--- src/rtl/usb_tx_encoder.sv ---
// USB transmit encoder: NRZI line coding with bit stuffing and SE0/J end-of-packet.
// Decisions are taken at the bit-time boundary edge; all outputs, pulses included, are registered.
module usb_tx_encoder #(
    parameter int CLKS_PER_BIT = 8
) (
    input  logic clk,
    input  logic n_rst,
    input  logic tx_start,
    input  logic tx_data,
    input  logic tx_data_valid,
    input  logic tx_last,
    output logic tx_data_ready,
    output logic d_plus,
    output logic d_minus,
    output logic tx_busy,
    output logic stuff_inserted,
    output logic tx_underrun
);
    localparam int              TW    = $clog2(CLKS_PER_BIT);
    localparam logic [TW-1:0]   T_MAX = TW'(CLKS_PER_BIT - 1);

    typedef enum logic [2:0] {IDLE, SEND, STUFF, EOP_SE0, EOP_J} state_e;

    state_e        state_q, state_d;
    logic [TW-1:0] timer_q, timer_d;
    logic [2:0]    ones_q, ones_d;
    logic          last_q, last_d;          // final raw bit already on the line
    logic          eop_half_q, eop_half_d;  // first SE0 bit time completed
    logic          dp_q, dp_d;
    logic          dm_q, dm_d;
    logic          busy_q, busy_d;
    logic          ready_q, ready_d;
    logic          stuff_q, stuff_d;
    logic          under_q, under_d;
    logic          boundary;

    assign boundary = (timer_q == T_MAX);

    always_comb begin
        // NOTE: every *_d gets a default first so no path through the case infers a latch.
        state_d    = state_q;
        timer_d    = boundary ? '0 : timer_q + TW'(1);
        ones_d     = ones_q;
        last_d     = last_q;
        eop_half_d = eop_half_q;
        dp_d       = dp_q;
        dm_d       = dm_q;
        ready_d    = 1'b0;
        stuff_d    = 1'b0;
        under_d    = 1'b0;

        case (state_q)
            IDLE: begin
                timer_d = '0;
                if (tx_start) begin
                    state_d    = SEND;
                    timer_d    = T_MAX;
                    ones_d     = '0;
                    last_d     = 1'b0;
                    eop_half_d = 1'b0;
                end
            end
            SEND: if (boundary) begin
                if (last_q) begin
                    state_d = EOP_SE0;
                    dp_d    = 1'b0;
                    dm_d    = 1'b0;
                end else if (tx_data_valid) begin
                    ready_d = 1'b1;
                    last_d  = tx_last;
                    if (tx_data) begin
                        ones_d = ones_q + 3'd1;
                        if (ones_q == 3'd5) state_d = STUFF;
                    end else begin
                        ones_d = '0;
                        dp_d   = ~dp_q;
                        dm_d   = ~dm_q;
                    end
                end else begin
                    // Upstream starved: abort straight into EOP.
                    under_d = 1'b1;
                    state_d = EOP_SE0;
                    dp_d    = 1'b0;
                    dm_d    = 1'b0;
                end
            end
            STUFF: if (boundary) begin
                stuff_d = 1'b1;
                ones_d  = '0;
                dp_d    = ~dp_q;
                dm_d    = ~dm_q;
                state_d = SEND;
            end
            EOP_SE0: if (boundary) begin
                if (eop_half_q) begin
                    state_d    = EOP_J;
                    eop_half_d = 1'b0;
                    dp_d       = 1'b1;
                    dm_d       = 1'b0;
                end else begin
                    eop_half_d = 1'b1;
                end
            end
            EOP_J: if (boundary) state_d = IDLE;
            default: state_d = IDLE;
        endcase

        busy_d = (state_d != IDLE);
    end

    // NOTE: sequential state uses non-blocking assignments so every flop samples pre-edge values.
    always_ff @(posedge clk or negedge n_rst) begin
        if (!n_rst) begin
            state_q    <= IDLE;
            timer_q    <= '0;
            ones_q     <= '0;
            last_q     <= 1'b0;
            eop_half_q <= 1'b0;
            dp_q       <= 1'b1;
            dm_q       <= 1'b0;
            busy_q     <= 1'b0;
            ready_q    <= 1'b0;
            stuff_q    <= 1'b0;
            under_q    <= 1'b0;
        end else begin
            state_q    <= state_d;
            timer_q    <= timer_d;
            ones_q     <= ones_d;
            last_q     <= last_d;
            eop_half_q <= eop_half_d;
            dp_q       <= dp_d;
            dm_q       <= dm_d;
            busy_q     <= busy_d;
            ready_q    <= ready_d;
            stuff_q    <= stuff_d;
            under_q    <= under_d;
        end
    end

    assign d_plus         = dp_q;
    assign d_minus        = dm_q;
    assign tx_busy        = busy_q;
    assign tx_data_ready  = ready_q;
    assign stuff_inserted = stuff_q;
    assign tx_underrun    = under_q;

endmodule

--- config.mk ---
export PLATFORM = sky130hd
export DESIGN_NAME = usb_tx_encoder
export DESIGN_NICKNAME = d
export VERILOG_FILES = /design/src/rtl/usb_tx_encoder.sv
export SDC_FILE = /design/constraint.sdc
export NUM_CORES = 1
export LEC_CHECK = 0
export BUFFER_PORTS_ARGS = -buffer_cell sky130_fd_sc_hd__buf_2
export CELL_PAD_IN_SITES_DETAIL_PLACEMENT = 1
export CELL_PAD_IN_SITES_GLOBAL_PLACEMENT = 1
export CORE_MARGIN = 4
export CORE_UTILIZATION = 25
export CTS_CLUSTER_DIAMETER = 150
export DETAILED_ROUTE_END_ITERATION = 10
export PLACE_DENSITY = 0.59
export SYNTH_ARGS = -nofsm -noshare
export SYNTH_HDL_FRONTEND = slang
export SYNTH_SLANG_ARGS = --single-unit
--- constraint.sdc ---
create_clock -name clk -period 3 [get_ports clk]
set_input_delay 0.6 -clock clk [delete_from_list [all_inputs] [get_ports clk]]
set_output_delay 0.6 -clock clk [all_outputs]
set_load 0.02 [all_outputs]
==> results.cfg <==
[synthesis]
synthesis.instances = 93
seq_area_frac_synth_pct = 45.4
netlist_area_um2 = 940
synth.distinct_cells = 38
synth-warning-count = 0
synth_fp_nets = 103
postSynthAreaPerCell_um2 = 10.1
synth.ff_latch_count = 17

[critical_path]
critPathMaxFanout = 15
cp-start-kind = flop
worstPathArrival_ps = 2160
cp_data_required_time_ps = 3190
slowest_stage = or4_1
crit_type = reg -> reg
crit_path_cell_trace = ha_1, ha_1, nor2b_1, mux2i_1, or4_1, nand3_1
cp_common_cell = ha_1
critPathCaptureType = flop
slowest_delay_ps = 490

[timing]
fin_tns_setup_ps = 0
fmax_ghz = 0.510
fin_crit_ps = 1960
rsz0062_at_grt = false
fin_ws_ps = 1040
min_period_over_period_pct = 65.4
worst_slew_margin_rel_pct = 61.3
finalMaxSlewViolations = 0
fin_skew_ps = 2.40
tightest_slew_ps = 581
timing.final.hold_violations = 0
finalSetupViolations = 0

[final_layout]
layout-drive-gt1-share_pct = 19.4
area.growth.synth_to_final_pct = 12.8
antenna_cells = 0
fin_util_pct = 29.2
nets = 114

[cts]
cts_sinks = 17
cts_hold_buf = 0
cts-resized-gates = 0
post_cts_buffers = 0
cts_buffer_depth = 2
root_buffer = clkbuf_8
clk_pin_slew_ps = 70
clk_latency_ps = 250
tritoncts = yes
cts_made_buffers = 3
htreeDepth = 1

[floorplanning]
fp.dieH_um = 69.3
core_area_um2 = 3630
start_util_pct = 25.9
dieArea_um2 = 4800
boundaryPins = 12
num_rows = 22
die_w_um = 69.3

[drt]
drt_wl_total_um = 2070
drt_iter0_drc = 18
via_per_inst = 4.74
ant_nets = 0
drt_first_pass_iters = 4
num_vias = 716
drc = 0
wl_per_cell_um = 13.7

[power_and_ir_drop]
finalPower_w = 0.000988
cellPowerDensity_nw_per_um2 = 932
leakage_nw = 0.466
ir_drop_uv = 353

[run_status]
status = completed

[hold_path]
min_path_type = in -> async

[placement]
pre_cts_ws_ps = 1040
gp_congestion = 0.807
io_buffers = 11
dp_hpwl_um = 1470

[grt]
grt_usage_pct = 9.35
grt_pass1_vias = 802
overflow = 0
grt_max_degree = 18
antenna_found_initial = 0
grt_pass1_wl_um = 3620

[run]
max-cap-violations = 0
-- flip-flops by register name, summed over array words and instances (netlist names) --
| name | flops |
|---|---|
| state_q | 3 |
| stuff_inserted | 1 |
| last_q | 1 |
| d_minus | 1 |
| tx_busy | 1 |
| ones_q | 3 |
| tx_data_ready | 1 |
| eop_half_q | 1 |
| timer_q | 3 |
| d_plus | 1 |
| tx_underrun | 1 |
-- Yosys cell counts, drive strengths merged --
library cell / n / area [µm²]
a211o: 1 / 8.76
a211oi: 2 / 15.0
a21boi: 1 / 7.51
a21oi: 2 / 10.0
a22o: 2 / 17.5
a22oi: 1 / 7.51
a31oi: 2 / 12.5
and2: 1 / 6.26
buf: 5 / 40.0
dfrtp: 16 / 400
dfstp: 1 / 26.3
ha: 4 / 50.1
inv: 5 / 18.8
mux2: 2 / 22.5
mux2i: 2 / 20.0
nand2: 8 / 30.0
nand2b: 2 / 12.5
nand3: 3 / 15.0
nand3b: 1 / 7.51
nand4: 3 / 18.8
nor2: 7 / 26.3
nor2b: 6 / 37.5
nor3: 3 / 15.0
nor3b: 2 / 26.3
o211ai: 1 / 7.51
o21ai: 3 / 15.0
o22ai: 1 / 6.26
o31ai: 2 / 20.0
o41ai: 2 / 25.0
or3: 1 / 6.26
or4: 1 / 7.51
-- worst max-delay path, delay by kind of cell, from the launching register on --
family / cells / cell delay (ps)
simple gates: 3 / 780
flops: 1 / 360
mux: 1 / 130
fa+ha+maj: 2 / 630
-- final cells by class --
| class | count | area [µm²] |
|---|---|---|
| Clock buffer | 4 | 45.0 |
| Fill cell | 439 | 2570 |
| Inverter | 5 | 18.8 |
| Multi-Input combinational cell | 66 | 454 |
| Sequential cell | 17 | 427 |
| Tap cell | 48 | 60.1 |
| Timing Repair Buffer | 11 | 55.1 |
-- layer usage --
metal  track usage [%]  part of all wire, %  up-vias  wire length, µm
li1                  -                    -      350                -
met1              11.3                   45      354              939
met2              15.5                   51        7             1050
met3              1.74                  1.8        5               37
met4              5.21                  1.8        0               38
met5                 0                    0        -                0
-- path summary, 6_finish.rpt --
| check | from | end | slack (ps) | cells past startpoint |
|---|---|---|---|---|
| max | timer_q[0] | ones_q[2] | 1040 | 6 |
| min | n_rst | last_q | 260 | 1 |
| max reg2reg | timer_q[0] | ones_q[2] | 1040 | 6 |
| min reg2reg | timer_q[0] | timer_q[0] | 480 | 1 |
| max in group asynchronous | n_rst | d_plus | 2410 | 1 |
| min in group clk | timer_q[0] | timer_q[0] | 480 | 1 |
-- cells by family (layout without fill, tap and decap cells) --
kind of cell / after synthesis / in the layout / share of synthesized area, %
simple gates: 38 / 38 / 22.2
compound gates: 20 / 20 / 16.2
flops: 17 / 17 / 45.4
buf+inv: 10 / 20 / 6.26
fa+ha+maj: 4 / 4 / 5.33
mux: 4 / 4 / 4.53
-- cell usage in the layout (no fill, tap or decap), types with 2 or more instances in the layout --
cell,n
dfrtp_1,16
buf_2,11
nand2_1,8
nor2_1,7
nor2b_1,6
inv_1,4
ha_1,4
nand4_1,3
nor3_1,3
o21ai_0,3
nand3_1,3
clkbuf_8,3
nand2b_1,2
a22o_1,2
a211oi_1,2
mux2i_1,2
a31oi_1,2
a21oi_1,2
-- report_power, final --
part / leakage [nW] / internal, W / switching (W)
clock network: 0.0228 / 0.0000944 / 0.0000839
registers: 0.215 / 0.000316 / 0.000105
logic: 0.228 / 0.000174 / 0.000215
total: 0.466 / 0.000584 / 0.000404
-- stage by stage --
step                hold slack (ps)  instances  instance area [µm²]
floorplan                       304         93                  940
global placement                454        147                 1010
global route                    293        151                 1060
finish                          264        151                 1060
detailed placement              475        147                 1010
CTS                             282        151                 1060
(Power assumes the default switching activity.)
